===== src/rtl/mc_pkg.sv =====
// Shared types and constants for the 3x3 matrix-converter modulation scheduler
// and the commutation block it feeds.
package mc_pkg;

    typedef enum logic [1:0] {
        LOAD_NUL = 2'b00,
        LOAD_AA  = 2'b01,
        LOAD_BB  = 2'b10,
        LOAD_CC  = 2'b11
    } load_e;

    typedef enum logic [1:0] {
        IDLE  = 2'd0,
        RUN   = 2'd1,
        FAULT = 2'd2
    } state_e;

    // Gate patterns for one output phase: a bidirectional switch (two devices) per input phase.
    localparam logic [5:0] SAA = 6'b000011;
    localparam logic [5:0] SBB = 6'b001100;
    localparam logic [5:0] SCC = 6'b110000;

    function automatic logic [5:0] load_pattern(input load_e ld);
        case (ld)
            LOAD_AA: load_pattern = SAA;
            LOAD_BB: load_pattern = SBB;
            LOAD_CC: load_pattern = SCC;
            default: load_pattern = 6'b000000;
        endcase
    endfunction

endpackage


===== src/rtl/mc_phase_sched.sv =====
// One output phase: clamps the switch instants, picks the target input and holds each
// load for MIN_DWELL cycles; load is registered one cycle behind the cnt that selected it.
module mc_phase_sched
    import mc_pkg::*;
#(
    parameter int CNT_W     = 12,
    parameter int MIN_DWELL = 40
) (
    input  logic             clk,
    input  logic             rst,
    input  logic             run_i,
    input  logic [CNT_W-1:0] cnt_i,
    input  logic [CNT_W-1:0] t1_i,
    input  logic [CNT_W-1:0] t2_i,
    input  logic [CNT_W-1:0] period_i,
    output load_e            load_o
);

    localparam int DW_W = (MIN_DWELL > 1) ? $clog2(MIN_DWELL) : 1;

    logic [CNT_W-1:0] t1c;
    logic [CNT_W-1:0] t2_lim;
    logic [CNT_W-1:0] t2c;
    load_e            target;
    load_e            load_q;
    logic [DW_W-1:0]  dwell_q;

    assign t1c    = (t1_i < period_i) ? t1_i : period_i;
    assign t2_lim = (t2_i < period_i) ? t2_i : period_i;
    assign t2c    = (t2_lim > t1c) ? t2_lim : t1c;

    always_comb begin
        target = LOAD_CC;
        if (cnt_i < t1c) begin
            target = LOAD_AA;
        end else if (cnt_i < t2c) begin
            target = LOAD_BB;
        end
    end

    // Requests arriving mid-dwell are not queued; whatever the target is when dwell expires wins.
    always_ff @(posedge clk or negedge rst) begin
        if (!rst) begin
            load_q  <= LOAD_NUL;
            dwell_q <= '0;
        end else if (!run_i) begin
            load_q  <= LOAD_NUL;
            dwell_q <= '0;
        end else if ((target != load_q) && (dwell_q == '0)) begin
            load_q  <= target;
            dwell_q <= DW_W'(MIN_DWELL - 1);
        end else if (dwell_q != '0) begin
            dwell_q <= dwell_q - DW_W'(1);
        end
    end

    assign load_o = load_q;

endmodule


===== src/rtl/mc_mod_scheduler.sv =====
// Period counter, double-buffered config and run/fault FSM driving three phase schedulers.
// All outputs registered; config accepted only while the shadow slot is empty.
module mc_mod_scheduler
    import mc_pkg::*;
#(
    parameter int CNT_W     = 12,
    parameter int MIN_DWELL = 40
) (
    input  logic               clk,
    input  logic               rst,
    input  logic               enable,
    input  logic               cfg_valid,
    output logic               cfg_ready,
    input  logic [CNT_W-1:0]   cfg_period,
    input  logic [3*CNT_W-1:0] cfg_t1,
    input  logic [3*CNT_W-1:0] cfg_t2,
    input  logic               short,
    input  logic               fault_clr,
    output logic               start,
    output logic [5:0]         desired_load,
    output logic               period_start,
    output logic               cfg_miss,
    output logic               fault
);

    state_e             state_q;
    logic [CNT_W-1:0]   cnt_q;
    logic [CNT_W-1:0]   act_period_q;
    logic [3*CNT_W-1:0] act_t1_q;
    logic [3*CNT_W-1:0] act_t2_q;
    logic [CNT_W-1:0]   shd_period_q;
    logic [3*CNT_W-1:0] shd_t1_q;
    logic [3*CNT_W-1:0] shd_t2_q;
    logic               shd_full_q;
    logic               shd_full_d;
    logic               cfg_ready_q;
    logic               start_q;
    logic               period_start_q;
    logic               cfg_miss_q;
    logic               fault_q;
    logic               cfg_xfer;
    logic               wrap;
    logic               run_en;

    assign cfg_xfer = cfg_valid && cfg_ready_q;
    assign wrap     = (cnt_q == act_period_q - CNT_W'(1));
    // Dropping run on the same edge that leaves RUN keeps start and the loads aligned with the state.
    assign run_en   = (state_q == RUN) && enable && !short;
    // A wrap empties the shadow before a same-cycle transfer refills it.
    assign shd_full_d = (wrap ? 1'b0 : shd_full_q) || cfg_xfer;

    always_ff @(posedge clk or negedge rst) begin
        if (!rst) begin
            state_q        <= IDLE;
            cnt_q          <= '0;
            act_period_q   <= '0;
            act_t1_q       <= '0;
            act_t2_q       <= '0;
            shd_period_q   <= '0;
            shd_t1_q       <= '0;
            shd_t2_q       <= '0;
            shd_full_q     <= 1'b0;
            cfg_ready_q    <= 1'b0;
            start_q        <= 1'b0;
            period_start_q <= 1'b0;
            cfg_miss_q     <= 1'b0;
            fault_q        <= 1'b0;
        end else begin
            start_q        <= run_en;
            period_start_q <= 1'b0;
            cfg_miss_q     <= 1'b0;
            if (short) begin
                state_q     <= FAULT;
                cnt_q       <= '0;
                shd_full_q  <= 1'b0;
                cfg_ready_q <= 1'b0;
                fault_q     <= 1'b1;
            end else begin
                case (state_q)
                    IDLE: begin
                        cfg_ready_q <= 1'b1;
                        if (cfg_xfer && enable) begin
                            act_period_q   <= cfg_period;
                            act_t1_q       <= cfg_t1;
                            act_t2_q       <= cfg_t2;
                            cnt_q          <= '0;
                            period_start_q <= 1'b1;
                            state_q        <= RUN;
                        end
                    end
                    RUN: begin
                        if (!enable) begin
                            state_q     <= IDLE;
                            cnt_q       <= '0;
                            shd_full_q  <= 1'b0;
                            cfg_ready_q <= 1'b1;
                        end else begin
                            if (wrap) begin
                                cnt_q          <= '0;
                                period_start_q <= 1'b1;
                                if (shd_full_q) begin
                                    act_period_q <= shd_period_q;
                                    act_t1_q     <= shd_t1_q;
                                    act_t2_q     <= shd_t2_q;
                                end else begin
                                    cfg_miss_q <= 1'b1;
                                end
                            end else begin
                                cnt_q <= cnt_q + CNT_W'(1);
                            end
                            if (cfg_xfer) begin
                                shd_period_q <= cfg_period;
                                shd_t1_q     <= cfg_t1;
                                shd_t2_q     <= cfg_t2;
                            end
                            shd_full_q  <= shd_full_d;
                            cfg_ready_q <= !shd_full_d;
                        end
                    end
                    FAULT: begin
                        cfg_ready_q <= 1'b0;
                        if (fault_clr) begin
                            state_q     <= IDLE;
                            fault_q     <= 1'b0;
                            cfg_ready_q <= 1'b1;
                        end
                    end
                    default: state_q <= IDLE;
                endcase
            end
        end
    end

    load_e load [3];

    for (genvar i = 0; i < 3; i++) begin : g_phase
        mc_phase_sched #(
            .CNT_W     (CNT_W),
            .MIN_DWELL (MIN_DWELL)
        ) u_phase (
            .clk      (clk),
            .rst      (rst),
            .run_i    (run_en),
            .cnt_i    (cnt_q),
            .t1_i     (act_t1_q[(3-i)*CNT_W-1 -: CNT_W]),
            .t2_i     (act_t2_q[(3-i)*CNT_W-1 -: CNT_W]),
            .period_i (act_period_q),
            .load_o   (load[i])
        );
    end

    assign desired_load = {load[0], load[1], load[2]};
    assign cfg_ready    = cfg_ready_q;
    assign start        = start_q;
    assign period_start = period_start_q;
    assign cfg_miss     = cfg_miss_q;
    assign fault        = fault_q;

endmodule


===== config.mk =====
export PLATFORM = sky130hd
export DESIGN_NAME = mc_mod_scheduler
export DESIGN_NICKNAME = d
export VERILOG_FILES = /design/src/rtl/mc_pkg.sv /design/src/rtl/mc_phase_sched.sv /design/src/rtl/mc_mod_scheduler.sv
export SDC_FILE = /design/constraint.sdc
export NUM_CORES = 1
export LEC_CHECK = 0
export BUFFER_PORTS_ARGS = -buffer_cell sky130_fd_sc_hd__buf_2
export CORE_MARGIN = 5
export CORE_UTILIZATION = 40
export DETAILED_ROUTE_END_ITERATION = 10
export MAX_ROUTING_LAYER = met4
export SLEW_MARGIN = 20
export SYNTH_ARGS = -nofsm -noshare
export SYNTH_HDL_FRONTEND = slang
export SYNTH_SLANG_ARGS = --single-unit

===== constraint.sdc =====
create_clock -name clk -period 18.1 [get_ports clk]
set_input_delay 0 -clock clk [delete_from_list [all_inputs] [get_ports clk]]
set_output_delay 0 -clock clk [all_outputs]
set_load 0.1 [all_outputs]

==> impl_metrics.csv, run 1 <==
group,metric,value,unit
run_status,outcome,"completed",
cts,cts_max_level,1,
worst_setup_path,crit_family,"compound AO/OA/AOI/OAI gates",
worst_setup_path,rr_worst_depth,30,
final_layout,layout-drive-gt1-share,0.1640,
global_route,track_usage,0.2094,
route,drc,0,
worst_setup_path,cp.buffers_inverters,1,
power_and_ir_drop,p_per_area,169.8,nW/um^2
placement,routabilityCongestion,0.9317,
route,drt_iter0_markers,738,
sta,fmax,120.9,MHz
floorplan,dieWidth,203.4,um
cts,cts_buffer_depth,3,
final_layout,nets,2005,
floorplan,start_util,0.4068,
placement,post-dp-hpwl,30.59,mm
synthesis,ys_warn_count,0,
power_and_ir_drop,p_leak,0.008438,uW
final_layout,layout_common_cells,"212 x dfrtp_1, 180 x nand2_1, 172 x o21ai_0",
worst_setup_path,critPathCaptureType,"flop",
cts,postCtsResizedCells,0,
sta,report.final.slew_viol_count,0,
cts,cts.sinks,212,
worst_setup_path,cp_common_cell,"a21o_1",
sta,finClkSkew,0.01978,ns
route,num_vias,12621,
global_route,grt_antenna_before_repair,0,
synthesis,synth_edf_count,0,
worst_setup_path,cp.arrival,8.71,ns
sta,final-setup-viol-count,0,
synthesis,synth_area,14960,sq um
global_route,grt_pass1_vias,12431,
synthesis,synthArstFlopShare,1.000,
final_layout,layout_commonest_cell,"dfrtp_1",
worst_setup_path,start_kind,"flop",
final_layout,antenna_cells,0,
worst_setup_path,path_class,"reg -> reg",
placement,numPortBuffers,100,
synthesis,ys_seq_area_frac,0.3545,
sta,fin_tns_setup,0,ns
worst_setup_path,worst_r2r_endpoint,"g_phase[2].u_phase.dwell_q[5]",
synthesis,synth_top_area_share,0.3545,
final_layout,fillers,3447,
synthesis,synth_top_area_cell,"dfrtp_1",
worst_setup_path,cp_slowest_cell,"dfrtp_1",
floorplan,fp.dieArea,41380,sq um
synthesis,synthDistinctLibCells,75,
route,dr.pass1.iters,5,
worst_setup_path,critPathRequiredTime,18.54,ns
sta,min_period,8.269,ns
synthesis,synth_cells,1589,
worst_setup_path,cp-endpoint,"g_phase[2].u_phase.dwell_q[5]",
synthesis,syn-num-nets,1843,
cts,cts_tree,"yes",
worst_setup_path,critPathMaxFanout,28,
flow_run,drv_cap,0,
route,drt.antenna.violating_nets,0,
placement,dp_cells,2098,
floorplan,num_io_pins,101,
final_layout,instances_no_fill,2236,
global_route,grt_max_degree,95,
route,routed_wirelength,42.89,mm
floorplan,die_height,203.4,um
sta,timing.hold.ws,0.02462,ns
synthesis,synthTopCellsByArea,"dfrtp_1 35%, ha_1 14%, mux2_2 8.1%",
cts,cts-root-buf,"clkbuf_16",
sta,tightest_slew,0.9621,ns
worst_setup_path,max_stage_delay,0.82,ns
route,vias_per_cell,5.644,
synthesis,syn_avg_cell_area,9.417,sq um
synthesis,synth-seq-cells,212,
route,wl_per_cell,19.18,um
global_route,grt_pass1_wl,68.18,mm
power_and_ir_drop,total_power,3002,uW
cts,clk_pin_slew,0.06,ns
final_layout,area_growth,18.17,%
worst_setup_path,rr_startpoint,"act_period_q[5]",
power_and_ir_drop,ir_drop,0.1196,mV
sta,hold_viol,0,
cts,clk_latency,0.56,ns
sta,rsz0062_at_grt,"false",
global_route,overflow,0,
worst_setup_path,r2r_slack,9.83,ns
placement,dp_slack,10.02,ns
worst_setup_path,startpoint,"act_period_q[5]",
floorplan,fp-row-count,70,
sta,max_slew_margin,0.3586,
floorplan,coreArea,36790,sq um
sta,fin_crit_sh,0.4569,
cts,cts_made_buffers,26,
worst_setup_path,crit_cells,30,
hold_path,hold_path_class,"in -> async",
sta,layout_setup_ws,9.831,ns
synthesis,synth_ff_type,"dfrtp_1",
==> repair_timing <==
item,in CTS,in global routing
hold buffers,93,0
endpoints found under the hold margin,247,0
buffers inserted,0,0
==> Yosys cell counts (all sizes together), types with 12 or more instances <==
cell type,count
a211oi,16
a21o,47
a21oi,94
and3,15
clkbuf,61
dfrtp,212
ha,164
inv,47
mux2,108
mux2i,93
nand2,180
nand2b,20
nand3,36
nand4,27
nor2,79
nor2b,12
nor3,34
o211ai,18
o21ai,180
xnor2,19
==> stage by stage <==
stage	cell area [sq um]	util
6_report	17680	0.4807
5_1_grt	17680	0.4807
4_1_cts	17680	0.4806
3_5_place_dp	15900	0.4322
3_3_place_gp	15900	0.4322
2_1_floorplan	14960	-
==> flip-flops by register name, summed over array words and instances, names as in the netlist <==
register                 count
start                        1
shd_full_q                   1
shd_period_q                12
g_phase.u_phase.load_o       6
shd_t2_q                    36
cnt_q                       12
fault                        1
act_t2_q                    36
act_t1_q                    36
cfg_miss                     1
cfg_ready                    1
shd_t1_q                    36
state_q                      2
period_start                 1
g_phase.u_phase.dwell_q     18
act_period_q                12
==> worst min-delay path by stage <==
stage / from / endpoint / slack, ns / depth (start not counted)
global route: rst / shd_t1_q[0] / 0.07 / 2
finish: rst / shd_t1_q[1] / 0.02 / 2
global placement: rst / act_t1_q[5] / 0.02 / 1
floorplan: rst / act_period_q[0] / -0.30 / 0
CTS: rst / shd_t1_q[3] / 0.02 / 2
detailed placement: rst / shd_t1_q[6] / 0.02 / 1
==> where the power goes <==
part,leakage [uW],switching [uW],internal (uW)
combinational,0.00518,1120,712
clock,0.000421,207,304
sequential,0.00283,119,542
total,0.00844,1440,1560
==> layer usage <==
metal  GRT usage  vias up  wire, um
li1            -     6159         -
met1      0.2918     6009     20330
met2      0.3151      363     18600
met3     0.02878       90      2431
met4     0.07227        0      1535
met5           -        -         0
==> area by class of cell <==
class | instances | area (sq um) | share of cell area
Inverter | 47 | 176.4 | 0.009977
Clock buffer | 37 | 752.0 | 0.04252
Clock inverter | 8 | 96.34 | 0.005448
Sequential cell | 212 | 5305 | 0.3000
Tap cell | 468 | 585.6 | 0.03311
Multi-Input combinational cell | 1258 | 9225 | 0.5217
Timing Repair Buffer | 206 | 1543 | 0.08724
==> kinds of logic after synthesis <==
kind of cell,after synthesis,share of synthesized area
fa+ha+maj,168,0.1399
mux,201,0.1443
buf+inv,119,0.03035
flops,212,0.3545
compound gates,428,0.1797
simple gates,432,0.1343
xor+xnor,29,0.01697
Note: power is estimated with default switching activity, not from simulation.
==> inputs of run 2 (changes only) <==
--- a/config.mk
+++ b/config.mk
@@ -5,6 +5,7 @@
 export SDC_FILE = /design/constraint.sdc
 export NUM_CORES = 1
 export LEC_CHECK = 0
+export ABC_AREA = 1
 export BUFFER_PORTS_ARGS = -buffer_cell sky130_fd_sc_hd__buf_2
 export CORE_MARGIN = 5
 export CORE_UTILIZATION = 40
==> constraint.sdc (replaced) <==
create_clock -name clk -period 8.1 [get_ports clk]
set_input_delay 0 -clock clk [delete_from_list [all_inputs] [get_ports clk]]
set_output_delay 0 -clock clk [all_outputs]
set_load 0.1 [all_outputs]
==> run 2 against run 1 <==
Net effect: register-to-register slack got worse by 7.9 ns; clock-buffer cell count shrank 4; non-clock buffer count decreased by 2; routed wire length up 4.2%; highest routed layer unchanged.
==> impl_metrics.csv, run 2 <==
group,metric,value,unit
route,wl_per_cell,17.21,um
synthesis,ys_warn_count,0,
floorplan,fp-row-count,70,
route,num_vias,13549,
worst_setup_path,start_kind,"flop",
route,dr.pass1.iters,7,
worst_setup_path,rr_worst_depth,33,
cts,cts_buffer_depth,3,
synthesis,synth_area,14930,sq um
worst_setup_path,cp.arrival,6.62,ns
route,routed_wirelength,44.69,mm
placement,dp_cells,2459,
route,drc,0,
global_route,track_usage,0.2208,
worst_setup_path,rr_startpoint,"act_period_q[7]",
final_layout,layout_common_cells,"480 x nand2_1, 234 x inv_1, 212 x dfrtp_1",
cts,cts_setup_buffers,0,
placement,routabilityCongestion,0.9420,
cts,postCtsResizedCells,0,
synthesis,synthDistinctLibCells,49,
synthesis,synthTopCellsByArea,"dfrtp_1 36%, ha_1 14%, nand2_1 12%",
global_route,grt_pass1_wl,71.19,mm
synthesis,syn-num-nets,2211,
placement,dp_slack,1.958,ns
final_layout,instances_no_fill,2597,
sta,final-setup-viol-count,0,
final_layout,layout-drive-gt1-share,0.1170,
synthesis,synth_cells,1957,
route,drt.antenna.violating_nets,0,
sta,layout_setup_ws,1.917,ns
final_layout,antenna_cells,0,
global_route,grt_max_degree,169,
worst_setup_path,critPathMaxFanout,23,
cts,cts_made_buffers,26,
cts,holdBufCountCts,91,
synthesis,synth_ff_type,"dfrtp_1",
sta,fin_tns_setup,0,ns
synthesis,syn_avg_cell_area,7.629,sq um
sta,hold_viol,0,
worst_setup_path,max_stage_delay,0.63,ns
global_route,grt_pass1_vias,12982,
run_status,outcome,"completed",
placement,numPortBuffers,100,
synthesis,yosysMostFrequentCell,"nand2_1",
floorplan,coreArea,36700,sq um
synthesis,synth_common_cells,"480 x nand2_1, 235 x inv_1, 212 x dfrtp_1",
sta,report.final.slew_viol_count,0,
synthesis,synth_top_area_cell,"dfrtp_1",
floorplan,fp.dieArea,41290,sq um
sta,max_slew_margin,0.2596,
cts,clk_pin_slew,0.06,ns
synthesis,synth_edf_count,0,
final_layout,area_growth,17.81,%
sta,tightest_slew,1.111,ns
synthesis,ys_seq_area_frac,0.3553,
synthesis,synth-seq-cells,212,
global_route,overflow,0,
route,vias_per_cell,5.217,
worst_setup_path,critPathRequiredTime,8.53,ns
floorplan,num_io_pins,101,
sta,min_period,6.183,ns
worst_setup_path,cp_slowest_cell,"o21ai_0",
synthesis,synth_top_area_share,0.3553,
worst_setup_path,critPathCaptureType,"flop",
worst_setup_path,path_class,"reg -> reg",
flow_run,drv_cap,0,
cts,cts.sinks,212,
worst_setup_path,startpoint,"act_period_q[7]",
synthesis,synthArstFlopShare,1.000,
final_layout,layout_commonest_cell,"nand2_1",
sta,timing.hold.ws,0.06641,ns
cts,cts_max_level,1,
cts,cts-root-buf,"clkbuf_16",
floorplan,dieWidth,203.2,um
floorplan,start_util,0.4068,
cts,cts_tree,"yes",
hold_path,hold_path_class,"in -> async",
floorplan,die_height,203.2,um
sta,rsz0062_at_grt,"false",
sta,finClkSkew,0.02940,ns
route,drt_iter0_markers,988,
worst_setup_path,cp_common_cell,"nand2_1",
final_layout,nets,2364,
cts,clk_latency,0.56,ns
sta,fmax,161.7,MHz
global_route,grt_antenna_before_repair,0,
sta,fin_crit_sh,0.7634,
placement,post-dp-hpwl,32.27,mm
-- run 2: changes by cell type after synthesis, moves of 47 or more --
cell,delta
mux2i_1,-92
nand2_1,+300
nor2_1,+72
inv_1,+189
mux2_2,-76
a21o_1,-47
-- run 2: through the flow --
stage          instance area [sq um]  utilization
3_3_place_gp                   15790       0.4303
4_1_cts                        17590       0.4793
6_report                       17590       0.4793
3_5_place_dp                   15790       0.4303
2_1_floorplan                  14930            -
5_1_grt                        17590       0.4793
-- run 2: kinds of logic after synthesis --
kind of cell | share of synthesized area
buf+inv | 0.08440
compound gates | 0.1580
flops | 0.3553
fa+ha+maj | 0.1374
xor+xnor | 0.02171
mux | 0.02414
simple gates | 0.2190
-- run 2: layout make-up --
type / count / area, sq um
Fill cell: 3579 / 19110
Multi-Input combinational cell: 1426 / 8374
Sequential cell: 212 / 5305
Timing Repair Buffer: 204 / 1531
Inverter: 240 / 904.6
Clock buffer: 33 / 706.9
Tap cell: 468 / 585.6
Clock inverter: 14 / 180.2
-- run 2: worst paths after layout --
check                      slack, ns                            end
setup / recovery                1.92  g_phase[0].u_phase.dwell_q[1]
hold / removal                  0.07                   shd_t1_q[21]
setup reg to reg                1.92  g_phase[0].u_phase.dwell_q[1]
hold reg to reg                 0.50                       cfg_miss
max in group asynchronous       6.69                   act_t2_q[32]
min in group clk                0.20                shd_period_q[7]
-- run 2: worst max-delay path: cells and delay by family (launching register included) --
| family | cells | cell delay (ns) |
|---|---|---|
| and+or+nand+nor | 18 | 1.88 |
| AOI/OAI and AO/OA | 6 | 1.81 |
| adders and majority gates | 3 | 1.09 |
| buffers and inverters | 6 | 0.83 |
| DFF | 1 | 0.44 |
-- run 2: metal layers --
layer | share of wire | global-route usage | up-vias
met2 | 0.46 | 0.3565 | 331
met4 | 0.035 | 0.06529 | 0
met1 | 0.46 | 0.2951 | 6341
met5 | 0 | - | -
li1 | - | - | 6796
met3 | 0.044 | 0.02560 | 81
Power of run 2 is not shown: default switching activity piles up to over one toggle a cycle in this logic, so the estimate is an artifact.
==> inputs of run 3 (changes only) <==
--- a/config.mk
+++ b/config.mk
@@ -5,7 +5,7 @@
 export SDC_FILE = /design/constraint.sdc
 export NUM_CORES = 1
 export LEC_CHECK = 0
-export ABC_AREA = 1
+export ABC_AREA = 0
 export BUFFER_PORTS_ARGS = -buffer_cell sky130_fd_sc_hd__buf_2
 export CORE_MARGIN = 5
 export CORE_UTILIZATION = 40
==> constraint.sdc (replaced) <==
create_clock -name clk -period 6.3 [get_ports clk]
set_input_delay 0 -clock clk [delete_from_list [all_inputs] [get_ports clk]]
set_output_delay 0 -clock clk [all_outputs]
set_load 0.1 [all_outputs]
==> run 3 against run 2 <==
Net effect: die area rose by 0.23%; core utilization rose by 3.7 points; clock-buffer cell count rose by 5; highest routed layer unchanged; global-route usage fell by 0.78 points; clock skew fell by 0.014 ns; setup slack got worse by 1.6 ns; routed wire length fell by 2.1%; sequential share of layout area fell by 2.2 points; final cell count fell by 10%.
==> impl_metrics.csv, run 3 (synthesis results as in run 1) <==
group,metric,value,unit
cts,clk_pin_slew,0.06,ns
sta,tightest_slew,0.9694,ns
floorplan,die_height,203.4,um
sta,final-setup-viol-count,0,
final_layout,final_util,0.5166,
route,drc,0,
sta,min_period,5.984,ns
worst_setup_path,critPathRequiredTime,6.69,ns
power_and_ir_drop,p_leak,0.009032,uW
floorplan,fp.dieArea,41380,sq um
worst_setup_path,start_kind,"flop",
placement,routabilityCongestion,0.9189,
cts,cts_buffer_depth,3,
final_layout,antenna_cells,0,
final_layout,nets,2103,
cts,clk_latency,0.55,ns
floorplan,start_util,0.4068,
final_layout,layout_commonest_cell,"dfrtp_1",
worst_setup_path,cp.arrival,6.37,ns
sta,report.final.slew_viol_count,0,
worst_setup_path,critPathMaxFanout,7,
worst_setup_path,cp_common_cell,"ha_1",
route,num_vias,12926,
final_layout,layout_common_cells,"212 x dfrtp_1, 178 x nand2_1, 158 x ha_1",
cts,cts_tree,"yes",
power_and_ir_drop,total_power,10110,uW
placement,numPortBuffers,100,
route,drt.antenna.violating_nets,0,
sta,max_slew_margin,0.3488,
route,drt_iter0_markers,940,
global_route,overflow,0,
final_layout,layout-drive-gt1-share,0.2501,
sta,finClkSkew,0.01506,ns
sta,hold_viol,0,
flow_run,drv_cap,0,
route,dr.pass1.iters,5,
placement,post-dp-hpwl,31.74,mm
worst_setup_path,max_stage_delay,0.43,ns
cts,cts_made_buffers,25,
worst_setup_path,rr_worst_depth,29,
global_route,grt_max_degree,169,
sta,timing.hold.ws,0.02034,ns
cts,cts_max_level,1,
worst_setup_path,rr_startpoint,"act_period_q[4]",
worst_setup_path,critPathCaptureType,"flop",
floorplan,fp-row-count,70,
worst_setup_path,r2r_slack,0.32,ns
global_route,track_usage,0.2130,
route,routed_wirelength,43.77,mm
floorplan,coreArea,36790,sq um
floorplan,num_io_pins,101,
worst_setup_path,cp_slowest_cell,"a2111oi_4",
global_route,grt_pass1_vias,12698,
placement,dp_slack,-0.1293,ns
hold_path,hold_path_class,"in -> async",
worst_setup_path,path_class,"reg -> reg",
route,vias_per_cell,5.536,
cts,cts.sinks,212,
power_and_ir_drop,p_per_area,532.1,nW/um^2
global_route,grt_pass1_wl,69.90,mm
power_and_ir_drop,ir_drop,0.2488,mV
run_status,outcome,"completed",
sta,layout_setup_ws,0.3155,ns
floorplan,dieWidth,203.4,um
global_route,grt_antenna_before_repair,0,
sta,fin_crit_sh,0.9499,
sta,fmax,167.1,MHz
sta,fin_tns_setup,0,ns
cts,cts-root-buf,"clkbuf_16",
final_layout,area_growth,26.99,%
worst_setup_path,worst_r2r_endpoint,"g_phase[1].u_phase.dwell_q[1]",
route,wl_per_cell,18.74,um
-- run 3: timing repair --
item / 4_1_cts / 5_1_grt
resized for setup: 7 / 122
buffers inserted: 0 / 20
setup endpoints to repair: 7 / 14
hold buffers: 93 / 0
cloned: 0 / 3
pin swaps: 1 / 29
endpoints found under the hold margin: 238 / 0
-- run 3: layout make-up --
class	instances	area, sq um
tap	468	585.6
sequential	212	5305
clock buffer	38	744.5
multi-input combinational	1260	9718
timing repair buffer	303	2390
inverter	47	180.2
clock inverter	7	80.08
fill	3383	17780
-- run 3: critical path, delay by kind of cell (launching register included) --
family	cells	cell delay [ns]
multiplexers	2	0.69
AND/OR/NAND/NOR	7	1.11
AO/OA/AOI/OAI	12	1.94
buffers and inverters	4	0.58
adder cells (fa/ha/maj)	4	1.10
flip-flops	1	0.38
-- run 3: per-stage QoR --
stage	area [sq um]	std cells
detailed placement	16540	2174
CTS	18330	2312
global placement	16540	2174
finish	19000	2335
floorplan	14980	1589
global route	19000	2335
-- run 3: worst max-delay path by stage --
stage | start | depth (start not counted) | to | slack (ns)
6_report | act_period_q[4] | 29 | g_phase[1].u_phase.dwell_q[1] | 0.32
3_3_place_gp | act_period_q[5] | 33 | g_phase[1].u_phase.dwell_q[0] | 0.004
3_5_place_dp | act_period_q[5] | 30 | g_phase[0].u_phase.dwell_q[1] | -0.13
5_1_grt | act_period_q[11] | 31 | g_phase[1].u_phase.dwell_q[1] | -0.05
4_1_cts | act_period_q[5] | 32 | g_phase[1].u_phase.dwell_q[0] | 0.01
2_1_floorplan | act_period_q[5] | 36 | g_phase[2].u_phase.dwell_q[5] | -0.02
-- run 3: per-layer routing --
metal | share of wire | vias up | wire [um] | GRT usage
li1 | - | 6377 | - | -
met1 | 0.49 | 6199 | 21550 | 0.3093
met2 | 0.44 | 282 | 19410 | 0.3190
met3 | 0.043 | 68 | 1875 | 0.02751
met4 | 0.021 | 0 | 931 | 0.04890
met5 | 0 | - | 0 | -
-- run 3: power breakdown --
group	total, uW	leakage (uW)	switching, uW	internal [uW]
Sequential	1790	0.00283	234	1560
Combinational	6890	0.00580	3860	3030
Clock	1430	0.000401	571	858
Total	10100	0.00903	4660	5450
